## src/rtl/register_hazard_unit_pkg.sv

```systemverilog
// Shared core parameters for the RAW-hazard scoreboard and its sub-module.
package register_hazard_unit_pkg;
  localparam int XLEN                 = 32;
  localparam int REG_ADDR_WIDTH       = 5;
  localparam int HAZARD_DEPTH_DEFAULT = 2;
endpackage

```

## src/rtl/hazard_match_select.sv

```systemverilog
// Per-source operand resolution: youngest matching in-flight entry wins,
// then either forwards its ready result or requests a stall.
module hazard_match_select #(
  parameter int XLEN           = register_hazard_unit_pkg::XLEN,
  parameter int REG_ADDR_WIDTH = register_hazard_unit_pkg::REG_ADDR_WIDTH,
  parameter int DEPTH          = register_hazard_unit_pkg::HAZARD_DEPTH_DEFAULT,
  parameter bit FORWARD_EN     = 1'b1
) (
  input  logic [REG_ADDR_WIDTH-1:0]       i_Rs,
  input  logic                            i_Rs_Used,
  input  logic [DEPTH-1:0]                i_Entry_Valid,
  input  logic [DEPTH*REG_ADDR_WIDTH-1:0] i_Entry_Rd,
  input  logic [DEPTH*XLEN-1:0]           i_Stage_Result,
  input  logic [DEPTH-1:0]                i_Stage_Ready,
  output logic                            o_Stall_Req,
  output logic                            o_Fwd_Valid,
  output logic [XLEN-1:0]                 o_Fwd_Data
);

  logic            hit;
  logic            hit_ready;
  logic [XLEN-1:0] hit_data;

  always_comb begin
    // NOTE: every combinational output gets a default first so no path leaves it unassigned (no latch).
    hit         = 1'b0;
    hit_ready   = 1'b0;
    hit_data    = '0;
    o_Stall_Req = 1'b0;
    o_Fwd_Valid = 1'b0;
    o_Fwd_Data  = '0;

    // Scan oldest to youngest so the youngest match overwrites older ones.
    if (i_Rs_Used && (i_Rs != '0)) begin
      for (int k = DEPTH - 1; k >= 0; k--) begin
        if (i_Entry_Valid[k] && (i_Entry_Rd[k*REG_ADDR_WIDTH +: REG_ADDR_WIDTH] == i_Rs)) begin
          hit       = 1'b1;
          hit_ready = i_Stage_Ready[k];
          hit_data  = i_Stage_Result[k*XLEN +: XLEN];
        end
      end
    end

    o_Fwd_Valid = FORWARD_EN && hit && hit_ready;
    o_Stall_Req = hit && !(FORWARD_EN && hit_ready);
    o_Fwd_Data  = o_Fwd_Valid ? hit_data : '0;
  end

endmodule

```

## src/rtl/register_hazard_unit.sv

```systemverilog
// RAW-hazard scoreboard for the in-order core: tracks destination registers of
// DEPTH post-issue stages and forwards ready results or stalls issue.
module register_hazard_unit #(
  parameter int XLEN           = register_hazard_unit_pkg::XLEN,
  parameter int REG_ADDR_WIDTH = register_hazard_unit_pkg::REG_ADDR_WIDTH,
  parameter int DEPTH          = register_hazard_unit_pkg::HAZARD_DEPTH_DEFAULT,
  parameter bit FORWARD_EN     = 1'b1
) (
  input  logic                         i_Clock,
  input  logic                         i_Reset,
  input  logic                         i_Issue_Valid,
  input  logic [REG_ADDR_WIDTH-1:0]    i_Issue_Rd,
  input  logic                         i_Issue_Rd_Write_En,
  input  logic [REG_ADDR_WIDTH-1:0]    i_Rs_1,
  input  logic [REG_ADDR_WIDTH-1:0]    i_Rs_2,
  input  logic                         i_Rs_1_Used,
  input  logic                         i_Rs_2_Used,
  input  logic                         i_Advance,
  input  logic                         i_Flush,
  input  logic [DEPTH*XLEN-1:0]        i_Stage_Result,
  input  logic [DEPTH-1:0]             i_Stage_Ready,
  output logic                         o_Stall,
  output logic                         o_Fwd_1_Valid,
  output logic [XLEN-1:0]              o_Fwd_1_Data,
  output logic                         o_Fwd_2_Valid,
  output logic [XLEN-1:0]              o_Fwd_2_Data,
  output logic [$clog2(DEPTH+1)-1:0]   o_Inflight_Count
);

  localparam int CW = $clog2(DEPTH + 1);

  logic [DEPTH-1:0]                entry_valid;
  logic [DEPTH*REG_ADDR_WIDTH-1:0] entry_rd;
  logic                            stall_1;
  logic                            stall_2;
  logic                            issue_record;

  hazard_match_select #(
    .XLEN(XLEN), .REG_ADDR_WIDTH(REG_ADDR_WIDTH), .DEPTH(DEPTH), .FORWARD_EN(FORWARD_EN)
  ) u_src_1 (
    .i_Rs(i_Rs_1), .i_Rs_Used(i_Rs_1_Used),
    .i_Entry_Valid(entry_valid), .i_Entry_Rd(entry_rd),
    .i_Stage_Result(i_Stage_Result), .i_Stage_Ready(i_Stage_Ready),
    .o_Stall_Req(stall_1), .o_Fwd_Valid(o_Fwd_1_Valid), .o_Fwd_Data(o_Fwd_1_Data)
  );

  hazard_match_select #(
    .XLEN(XLEN), .REG_ADDR_WIDTH(REG_ADDR_WIDTH), .DEPTH(DEPTH), .FORWARD_EN(FORWARD_EN)
  ) u_src_2 (
    .i_Rs(i_Rs_2), .i_Rs_Used(i_Rs_2_Used),
    .i_Entry_Valid(entry_valid), .i_Entry_Rd(entry_rd),
    .i_Stage_Result(i_Stage_Result), .i_Stage_Ready(i_Stage_Ready),
    .o_Stall_Req(stall_2), .o_Fwd_Valid(o_Fwd_2_Valid), .o_Fwd_Data(o_Fwd_2_Data)
  );

  assign o_Stall      = i_Issue_Valid && (stall_1 || stall_2);
  // A stalled instruction enters as a bubble; x0 writes are never hazards.
  assign issue_record = i_Issue_Valid && i_Issue_Rd_Write_En && (i_Issue_Rd != '0) && !o_Stall;

  always_ff @(posedge i_Clock) begin
    // NOTE: sequential state uses non-blocking assignments so every stage samples pre-edge values.
    if (i_Reset || i_Flush) begin
      entry_valid <= '0;
    end else if (i_Advance) begin
      for (int k = 1; k < DEPTH; k++) begin
        entry_valid[k] <= entry_valid[k-1];
      end
      entry_valid[0] <= issue_record;
    end
  end

  // NOTE: register indices carry no reset; they are qualified by entry_valid everywhere.
  always_ff @(posedge i_Clock) begin
    if (i_Advance) begin
      for (int k = 1; k < DEPTH; k++) begin
        entry_rd[k*REG_ADDR_WIDTH +: REG_ADDR_WIDTH] <= entry_rd[(k-1)*REG_ADDR_WIDTH +: REG_ADDR_WIDTH];
      end
      entry_rd[0 +: REG_ADDR_WIDTH] <= i_Issue_Rd;
    end
  end

  always_comb begin
    o_Inflight_Count = '0;
    for (int k = 0; k < DEPTH; k++) begin
      o_Inflight_Count = o_Inflight_Count + CW'(entry_valid[k]);
    end
  end

endmodule
```

## config.mk

```make
export PLATFORM = sky130hd
export DESIGN_NAME = register_hazard_unit
export DESIGN_NICKNAME = d
export VERILOG_FILES = /design/src/rtl/register_hazard_unit_pkg.sv /design/src/rtl/hazard_match_select.sv /design/src/rtl/register_hazard_unit.sv
export SDC_FILE = /design/constraint.sdc
export NUM_CORES = 1
export LEC_CHECK = 0
export ABC_AREA = 1
export CAP_MARGIN = 25
export CORE_MARGIN = 3
export CORE_UTILIZATION = 31
export CTS_CLUSTER_DIAMETER = 120
export DETAILED_ROUTE_END_ITERATION = 10
export PLACE_DENSITY = 0.87
export SLEW_MARGIN = 20
export SYNTH_ARGS = -nofsm -noshare
export SYNTH_HDL_FRONTEND = slang
export SYNTH_SLANG_ARGS = --single-unit
export TNS_END_PERCENT = 50
```

## constraint.sdc

```tcl
create_clock -name i_Clock -period 1.4 [get_ports i_Clock]
set_input_delay 0.14 -clock i_Clock [delete_from_list [all_inputs] [get_ports i_Clock]]
set_output_delay 0.14 -clock i_Clock [all_outputs]
set_load 0.05 [all_outputs]
```

---- After elaboration in Yosys (flattened, before gate mapping) ----
Cells that the tools add are included.
cells by class
  reduce and logical (&&, ||, !) cells .... 22
  add/subtract/negate cells ............... 1
  mux-type cells .......................... 20
  equal/unequal tests ..................... 4
operators by type and width
  cell                  number
  two-way mux 32 bit    8
  equality test 5 bit   4
  nonzero test 5 bit    3
  logical AND 1 bit     14
  two-way mux 1 bit     12
  logical NOT 1 bit     3
  adder 1 x 1 -> 2 bit  1
  logical OR 1 bit      2
storage, ports and cells
  bits of input ports ..................... 89
  bits in registers ....................... 12
  logic and storage cells ................. 49
  output and inout port bits .............. 69

---- Logic depth before layout (Yosys ltp) ----
Gate-level depths: netlist of run 1.
  depth in word-level cells ............... 11
  depth in mapped cells ................... 11
  mapped depth without buffers ............ 10

---- By module ----
From an unflattened synthesis of run 1, not the netlist that was laid out.
second synthesis, totals
  cells, all modules ...................... 517
  area, all modules ....................... 2936.6 um2
modules (own cells, without submodules)
  module                instances  sequential area each (um2)  area each (um2)  cells an instance
  hazard_match_select   2          0.0                         1249.9           243
  register_hazard_unit  1          340.3                       436.7            31

---- Worst setup path after synthesis of run 1 ----
No wires, ideal clock.
  kind .................................... flip-flop to output port
  start ................................... register entry_rd[4]
  end ..................................... output o_Fwd_2_Data[21]
  buffers on the path ..................... 1
  path slack .............................. -1138 ps
  data required time ...................... 1260 ps
  arrival time ............................ 2398 ps
  cell stages (with the launch flop) ...... 11
  cells stage by stage .................... edfxtp_1 > inv_1 > nand2_1 > a21oi_2 > nand3_2 > a21oi_2 > inv_1 > nor2_2 > inv_2 > buf_6 > nor2_1
on the way
  longest elaborated chain between the ends .. 6
  elaborated cells between the ends (all ways) .. 10
  classes of those cells .................. 1 x eq/ne; 7 x mux; 2 x reduce/logical
ends and longest elaborated chain
  item                               RTL line                    RTL
  from (decl)                        register_hazard_unit.sv:33  logic [DEPTH*REG_ADDR_WIDTH-1:0] entry_rd;
  from (signal, indexed assignment)  register_hazard_unit.sv:76  entry_rd[k*REG_ADDR_WIDTH +: REG_ADDR_WIDTH] <= entry_rd[(k-1)*REG_ADDR_WIDTH +: REG_ADDR_WIDTH];
  from (signal, indexed assignment)  register_hazard_unit.sv:78  entry_rd[0 +: REG_ADDR_WIDTH] <= i_Issue_Rd;
  equality test 5 bit *              hazard_match_select.sv:36   if (i_Entry_Valid[k] && (i_Entry_Rd[k*REG_ADDR_WIDTH +: REG_ADDR_WIDTH] == i_Rs)) begin
  logical AND 1 bit *                hazard_match_select.sv:36
  two-way mux 1 bit                  hazard_match_select.sv:36
  two-way mux 1 bit                  hazard_match_select.sv:34   if (i_Rs_Used && (i_Rs != '0)) begin
  logical AND 1 bit *                hazard_match_select.sv:44   o_Fwd_Valid = FORWARD_EN && hit && hit_ready;
  named net o_Fwd_2_Valid            register_hazard_unit.sv:25  output logic o_Fwd_2_Valid,
  two-way mux 32 bit *               hazard_match_select.sv:46   o_Fwd_Data = o_Fwd_Valid ? hit_data : '0;
  to (decl)                          register_hazard_unit.sv:26  output logic [XLEN-1:0] o_Fwd_2_Data,
The timed path passes the listed nets; every way through them passes the cells marked *.

---- Worst setup path after layout of run 1 ----
  start ................................... register entry_rd[4]
  end ..................................... output o_Fwd_2_Data[18]
on the way
  longest elaborated chain between the ends .. 6
  elaborated cells between the ends (all ways) .. 10
  classes of those cells .................. 1 x eq/ne; 7 x mux; 2 x reduce/logical
ends and longest elaborated chain
  item                   RTL line
  equality test 5 bit *  hazard_match_select.sv:36
  logical AND 1 bit *    hazard_match_select.sv:36
  two-way mux 1 bit      hazard_match_select.sv:36
  two-way mux 1 bit      hazard_match_select.sv:34
  logical AND 1 bit      hazard_match_select.sv:44
  two-way mux 32 bit *   hazard_match_select.sv:46
Mark *: on every way between the ends. The rest lies on a longest branch, timed or not.

==> results of run 1 <==
-- cells by family after synthesis --
group | after synthesis
AND/OR/NAND/NOR | 217
AO/OA/AOI/OAI | 75
buffers and inverters | 79
flip-flops | 12
adder cells (fa/ha/maj) | 1
-- layout make-up --
cell class	instances	area, um^2	area share
clock buffer	4	55.05	0.01066
inverter	61	236.5	0.04577
timing repair buffer	192	2668	0.5163
tap	75	93.84	0.01816
multi-input combinational	293	1773	0.3432
sequential	12	340.3	0.06588
-- metal layers --
metal,vias up,track usage,routed length [um]
met5,-,0,0
li1,1538,-,-
met4,0,0.08345,344
met2,185,0.5522,6037
met1,1528,0.2789,3633
met3,38,0.04995,835
-- layout by cell type, fill, tap and decap left out, types with 4 or more instances in the layout --
master           synthesis  layout
nand2_1                123     120
clkdlybuf4s50_1          0      86
buf_12                   0      78
nor2_4                   0      64
o21ai_0                 66      61
inv_1                   53      49
buf_4                    0      23
nor2_1                  61      11
inv_2                    8      10
edfxtp_1                10      10
nor2_2                  20       6
a21oi_2                  3       5
o21ai_1                  2       5
nand3_1                  5       4
clkbuf_8                 0       4
-- per-stage QoR --
| stage | instances | instance area, um^2 | util | setup TNS (ps) | hold slack (ps) |
|---|---|---|---|---|---|
| floorplan | 384 | 2454 | - | -38580 | 238.9 |
| global placement | 622 | 4956 | 0.8177 | -45610 | 488.4 |
| detailed placement | 622 | 4956 | 0.8177 | -49680 | 522.8 |
| CTS | 633 | 5101 | 0.8417 | -49570 | 481.4 |
| global route | 637 | 5166 | 0.8524 | -64010 | 478.6 |
| finish | 637 | 5166 | 0.8524 | -55950 | 490.9 |
-- power groups by stage --
| stage | Combinational (mW) | Sequential (mW) | Clock, mW |
|---|---|---|---|
| after global routing | 0.662 | 0.443 | 0.409 |
| after detailed placement | 0.571 | 0.445 | 0 |
| final | 0.616 | 0.442 | 0.389 |
| after global placement | 0.541 | 0.441 | 0 |
| after CTS | 0.590 | 0.438 | 0.389 |
| after floorplan | 0.229 | 0.436 | 0 |
-- sequential cells by signal (all words and copies together) (netlist names) --
signal / flops
entry_rd: 10
entry_valid: 2
-- worst paths after layout --
kind | cells after the start | slack [ps] | from | to
setup reg to reg | 12 | -480 | entry_rd[4]$_DFFE_PP_ | entry_valid[0]$_SDFFE_PP0P_
hold reg to reg | 0 | 520 | entry_rd[4]$_DFFE_PP_ | entry_rd[9]$_DFFE_PP_
hold / removal | 1 | 490 | i_Issue_Rd[0] | entry_rd[0]$_DFFE_PP_
setup / recovery | 11 | -900 | entry_rd[4]$_DFFE_PP_ | o_Fwd_2_Data[18]
-- timing repair --
item                                    CTS  global route
gates resized for setup                  16            10
pin swaps                                 4            11
endpoints found under the setup margin   68            68
buffers inserted                          7             3
cloned                                    0             1
==> key figures, run 1 <==
Run status
  – Outcome: finished, violations left
  – Failing checks: negative setup slack

Clock tree
  – # clock sinks: 12
  – TritonCTS clock tree: yes
  – Hold_buf cts: 0
  – Htree depth: 1
  – Clk_lat worst skew: 250 ps
  – Cts bufs inserted: 3
  – Deepest clock path buffer count: 2
  – Clock slew at reported path FFs: 50 ps
  – Root buffer cell: clkbuf_8

Critical path
  – Crit-path max cell delay: 430 ps
  – Worst path buffer plus inverter count: 5
  – Slowest stage cell, crit path: edfxtp_1
  – Crit Path Max Fanout: 8
  – Worst setup EP type: primary output
  – CP delay by family, top: buffers and inverters
  – CP arrival: 2160 ps
  – Startpoint types: register
  – Crit path cell chain: inv_1 -> nand2_1 -> a21oi_2 -> nand3_2 -> a21oi_2 -> inv_2 -> nor2_4 -> inv_6 -> buf_12 -> nor2_4 -> buf_12
  – Crit Path Category: register to primary output
  – CP required: approximately 1300 ps

Synthesis
  – Most numerous cell in the Yosys netlist: nand2_1
  – XOR/XNOR Fraction of Synth Area: 0
  – Adder-cell share of the synthesized area: 0.006301
  – Post-Syn Area: approximately 0.0020 mm^2
  – Synth Area in Compound Gates: 0.1960
  – Yosys reg bits: 12
  – Most frequent cells after synthesis: 123 x nand2_1, 66 x o21ai_0, 61 x nor2_1
  – Post-synthesis sequential area ratio: 0.1714
  – Simple-gate share of the synthesized area: 0.4505
  – Area leader, netlist: nand2_1
  – Top post-synthesis cells by area: nand2_1 23%, o21ai_0 17%, edfxtp_1 15%
  – Ys flop type: edfxtp_1
  – Synth Warn #: 0
  – Syn avg cell area: 5.171 um^2
  – Mux contribution to synthesized area: 0
  – Largest family of logic cells by synthesized area: simple AND/OR/NAND/NOR gates
  – Asr flop ratio synth: 0
  – Post-synth EDFFs: 10
  – Synthesized instance count: 384
  – Synth cell types: 21
  – Syn nets: 474
  – Share of the synthesized area in the top cell type: 0.2325

Floorplanning
  – I/O pins: 158
  – Width of the die: 86.04 um
  – Die H: approximately 86 um
  – Core footprint: 0.006061 mm^2
  – Row count: 28
  – Initial Util: 0.3276
  – Die ar.: 0.007402 mm^2

Final layout
  – N_diodes: 0
  – Filler cell count: 309
  – Area delta synth->final: 160.2%
  – Final #Nets: roughly 650
  – Share of layout cells above drive strength 1: 0.3648

STA
  – Crit share post-route: 1.643
  – Count of final max-slew check failures: 0
  – Fin. Hold Viols: 0
  – Final worst slack: -900.3 ps
  – RSZ-0062 raised after global routing: true
  – Fin crit period: 2300 ps
  – Slew HR: 0.7096
  – Clock skew: 2.846 ps
  – Measured slew at the worst slew-check pin: around 430 ps
  – Fmax: 434.7 MHz
  – Final setup violation count: 68

GRT
  – Largest net degree at the start of global routing: 47
  – Total Routing Usage GR: 0.2741
  – Global-route wire length before repair: between 15,000 and 20,000 um
  – Grt total ovfl: 0
  – Antenna violations before repair: 0
  – Vias in the first global route: 3,330

Drt
  – Total number of vias: 3,289
  – DRC viols: 0
  – Post-DR wirelength/cell: 17.03 um
  – Initial DRT Pass Iterations: 5
  – Antenna-violating nets left: 0
  – DRT Wirelength: 10,850 um
  – 1st-iter DRT viols: around 180
  – Vias per std cell: 5.163

Power and ir drop
  – PwrDens: about 280 mW/mm^2
  – Combinational fraction of design power: 0.425
  – Cell-internal power: 0.9885 mW
  – Sequential share of power: 0.305
  – Switching pwr: 0.4583 mW
  – Static leakage: 2.071 nW
  – Peak VDD IR: 1.037 mV
  – Clock network power share: 0.269
  – Overall power: roughly 1.4 mW
  – Sw Share: 0.3168

Placement
  – RD Place Congestion: approximately 0.98
  – Post-place setup slack: -777.7 ps
  – Hpwl dp: a little over 8000 um
  – Port-buffer cells: 157

Worst hold path
  – Worst min path class: input pin to register

Flow run
  – MaxCap Viol Count: 0
(Power assumes the default switching activity.)
==> run 2: changes to the inputs <==
Settings changed: CORE_UTILIZATION 31 to 34, PLACE_DENSITY 0.87 to 0.91.
Clock period 1.4 ns to 2.4 ns, I/O delays scaled along.
==> run 2 against run 1 <==
The flow still finishes with violations (negative setup slack). Clock-buffer cell count fell by 1. Clock power fell by 52%. Flip-flop and latch count did not move. Combinational power fell by 43%. Register-to-register slack improved by 1300 ps. Critical path depth did not move. Final cell count fell by 2.4%. Sequential share of layout area rose by 0.14 points. Via count rose by 3.3%. Wire length rose by 18%. Design area fell by 2.1%. Critical endpoint is now o_Fwd_2_Data[2]. Largest cell class unchanged. Largest power group unchanged.
==> key figures, run 2 (synthesis gave the netlist of run 1 again) <==
Floorplanning
  – Initial Util: 0.3562 (was 0.3276)
  – Die ar.: 0.006793 mm^2 (was 0.007402 mm^2)
  – Width of the die: 82.42 um (was 86.04 um)
  – Row count: 27 (was 28)
  – I/O pins: 158 (unchanged)
  – Die H: 82.42 um (was 86.04 um)
  – Core footprint: 0.005574 mm^2 (was 0.006061 mm^2)

Power and ir drop
  – Peak VDD IR: 0.4371 mV (was 1.037 mV)
  – Static leakage: 2.072 nW (was 2.071 nW)
  – PwrDens: 156.9 mW/mm^2 (was 280.1 mW/mm^2)
  – Sequential share of power: 0.324 (was 0.305)
  – Switching pwr: 0.2607 mW (was 0.4583 mW)
  – Sw Share: 0.3286 (was 0.3168)
  – Combinational fraction of design power: 0.443 (was 0.425)
  – Cell-internal power: 0.5328 mW (was 0.9885 mW)
  – Clock network power share: 0.233 (was 0.269)

GRT
  – Grt total ovfl: 0 (unchanged)
  – Global-route wire length before repair: 13,190 um (was 16,130 um)
  – Largest net degree at the start of global routing: 35 (was 47)
  – Vias in the first global route: 2,870 (was 3,330)
  – Total Routing Usage GR: 0.2480 (was 0.2741)
  – Antenna violations before repair: 1 (was 0)

Critical path
  – Worst setup EP type: primary output (unchanged)
  – Crit path cell chain: buf_4 -> nand2_1 -> a21oi_2 -> nand3_2 -> a21oi_2 -> inv_2 -> nor2_4 -> inv_4 -> buf_16 -> nor2_4 -> buf_12 (was inv_1 -> nand2_1 -> a21oi_2 -> nand3_2 -> a21oi_2 -> inv_2 -> nor2_4 -> inv_6 -> buf_12 -> nor2_4 -> buf_12)
  – CP required: 2160 ps (was 1260 ps)
  – Slowest stage cell, crit path: edfxtp_1 (unchanged)
  – Crit Path Category: register to primary output (unchanged)
  – CP arrival: 2230 ps (was 2160 ps)
  – Startpoint types: register (unchanged)
  – Crit Path Max Fanout: 8 (unchanged)
  – Crit-path max cell delay: 430 ps (about the same)

Final layout
  – Most common cell after layout, fill and taps aside: nand2_1 (unchanged)
  – Final #Nets: 640 (was 653)
  – Area delta synth->final: 154.7% (was 160.2%)
  – Share of layout cells above drive strength 1: 0.3279 (was 0.3648)
  – Leading registers by flop count: entry_rd: 10 flops, entry_valid: 2 flops (unchanged)
  – Commonest cells after routing, fill and taps aside: 123 x nand2_1, 81 x clkdlybuf4s50_1, 72 x buf_12 (was 120 x nand2_1, 86 x clkdlybuf4s50_1, 78 x buf_12)
  – Area occupied by multi-input gates: 0.001755 mm^2 (was 0.001773 mm^2)
  – Filler cell count: 218 (was 309)
  – Final instance area: 0.005057 mm^2 (was 0.005166 mm^2)
  – FF+latch area: 340.3 um^2 (unchanged)
  – Max FFs per register: 10 (unchanged)
  – Biggest register: entry_rd (unchanged)

STA
  – Count of final max-slew check failures: 0 (unchanged)
  – Crit share post-route: 1.029
  – Fmax: slightly above 400 MHz
  – Clock skew: 5.235 ps (was 2.846 ps)
  – Setup TNS: -378.2 ps (was -55,950 ps)
  – Slew HR: 0.6418 (was 0.7096)
  – RSZ-0062 raised after global routing: true (unchanged)
  – Fin. Hold Viols: 0 (unchanged)
  – Final worst slack: -70.54 ps (was -900.3 ps)
  – Final setup violation count: 23 (was 68)
  – Fin crit period: 2471 ps
  – Measured slew at the worst slew-check pin: 531.7 ps (was 431.1 ps)

Drt
  – Initial DRT Pass Iterations: 8 (was 5)
  – Total number of vias: 3,396 (was 3,289)
  – DRT Wirelength: 12,770 um (was 10,850 um)
  – DRT met1 WL: 4152 um (was 3633 um)
  – Highest routed layer: met4 (unchanged)
  – Vias per std cell: 5.460 (was 5.163)
  – 1st-iter DRT viols: 169 (was 175)
  – DRC viols: 0 (unchanged)
  – Metal2 WL: 6411 um (was 6037 um)
  – Post-DR wirelength/cell: 20.52 um (was 17.03 um)
  – Antenna-violating nets left: 0 (unchanged)
  – Wire length on met3: 1341 um (was 835 um)

Flow run
  – MaxCap Viol Count: 0 (unchanged)

Placement
  – Hpwl dp: 7657 um (was 8272 um)
  – Port-buffer cells: 157 (unchanged)
  – Placement Cell Area: 0.004390 mm^2 (was 0.004956 mm^2)
  – RD Place Congestion: 0.8821 (was 0.9778)

Clock tree
  – Root buffer cell: clkbuf_8 (unchanged)
  – TritonCTS clock tree: yes (unchanged)
  – Htree depth: 1 (unchanged)
  – # clock sinks: 12 (unchanged)
  – Hold_buf cts: 0 (unchanged)
  – Cts bufs inserted: 3 (unchanged)
  – Clock slew at reported path FFs: 50 ps (about the same)
  – Deepest clock path buffer count: 2 (unchanged)
  – Clk_lat worst skew: 240 ps (was 250 ps)

Worst hold path
  – Worst min path class: register to register (was input pin to register)

Run status
  – Failing checks: negative setup slack (unchanged)
  – Outcome: finished, violations left (unchanged)
## run 2: final timing paths
check                        startpoint                          end  slack (ps)  depth (start not counted)
setup reg to reg  entry_rd[4]$_DFFE_PP_  entry_valid[0]$_SDFFE_PP0P_         770                          9
setup / recovery  entry_rd[4]$_DFFE_PP_              o_Fwd_2_Data[2]         -70                         11
hold reg to reg   entry_rd[3]$_DFFE_PP_        entry_rd[8]$_DFFE_PP_         530                          0
hold / removal    entry_rd[3]$_DFFE_PP_        entry_rd[8]$_DFFE_PP_         530                          0
## run 2: layer usage
metal  vias up  global-route usage
met5         -                   0
met4         0             0.09468
met3        69             0.06941
met2       230              0.4696
met1      1588              0.2546
li1       1509                   -
## run 2: timing repair
action / 4_1_cts / 5_1_grt
pin swaps: 0 / 10
hold endpoints to repair: 0 / 0
gates cloned: 0 / 6
resized for setup: 4 / 113
setup endpoints to repair: 6 / 65
buffers inserted: 0 / 6
## run 2: power by group through the flow
stage | clock [mW] | sequential [mW] | combinational, mW
2_1_floorplan | 0 | 0.254 | 0.106
3_3_place_gp | 0 | 0.257 | 0.276
3_5_place_dp | 0 | 0.259 | 0.291
4_1_cts | 0.185 | 0.255 | 0.294
5_1_grt | 0.202 | 0.258 | 0.375
6_report | 0.185 | 0.257 | 0.352
## run 2: stage by stage
stage	setup WS (ps)	utilization	power, mW	instances	hold WS, ps
floorplan	-233.3	-	0.3604	384	338.9
global placement	55.11	0.7877	0.5334	605	501.1
detailed placement	-29.28	0.7877	0.5499	605	508.5
CTS	-4.707	0.7975	0.7335	609	519.2
global route	-186.3	0.9073	0.8344	622	549.6
finish	-70.54	0.9073	0.7935	622	525.9
## run 2: worst max-delay path, delay by kind of cell, from the launching register on
family | cells | cell delay [ps]
buf+inv | 5 | 640
simple gates | 4 | 490
compound gates | 2 | 420
flops | 1 | 430
## run 2: cell type report
| cell class | count | share of cell area |
|---|---|---|
| multi-input combinational | 293 | 0.3471 |
| tap | 72 | 0.01781 |
| antenna | 1 | 0.0004948 |
| clock inverter | 1 | 0.0007422 |
| inverter | 61 | 0.04626 |
| sequential | 12 | 0.06729 |
| clock buffer | 3 | 0.008164 |
| timing repair buffer | 179 | 0.5121 |
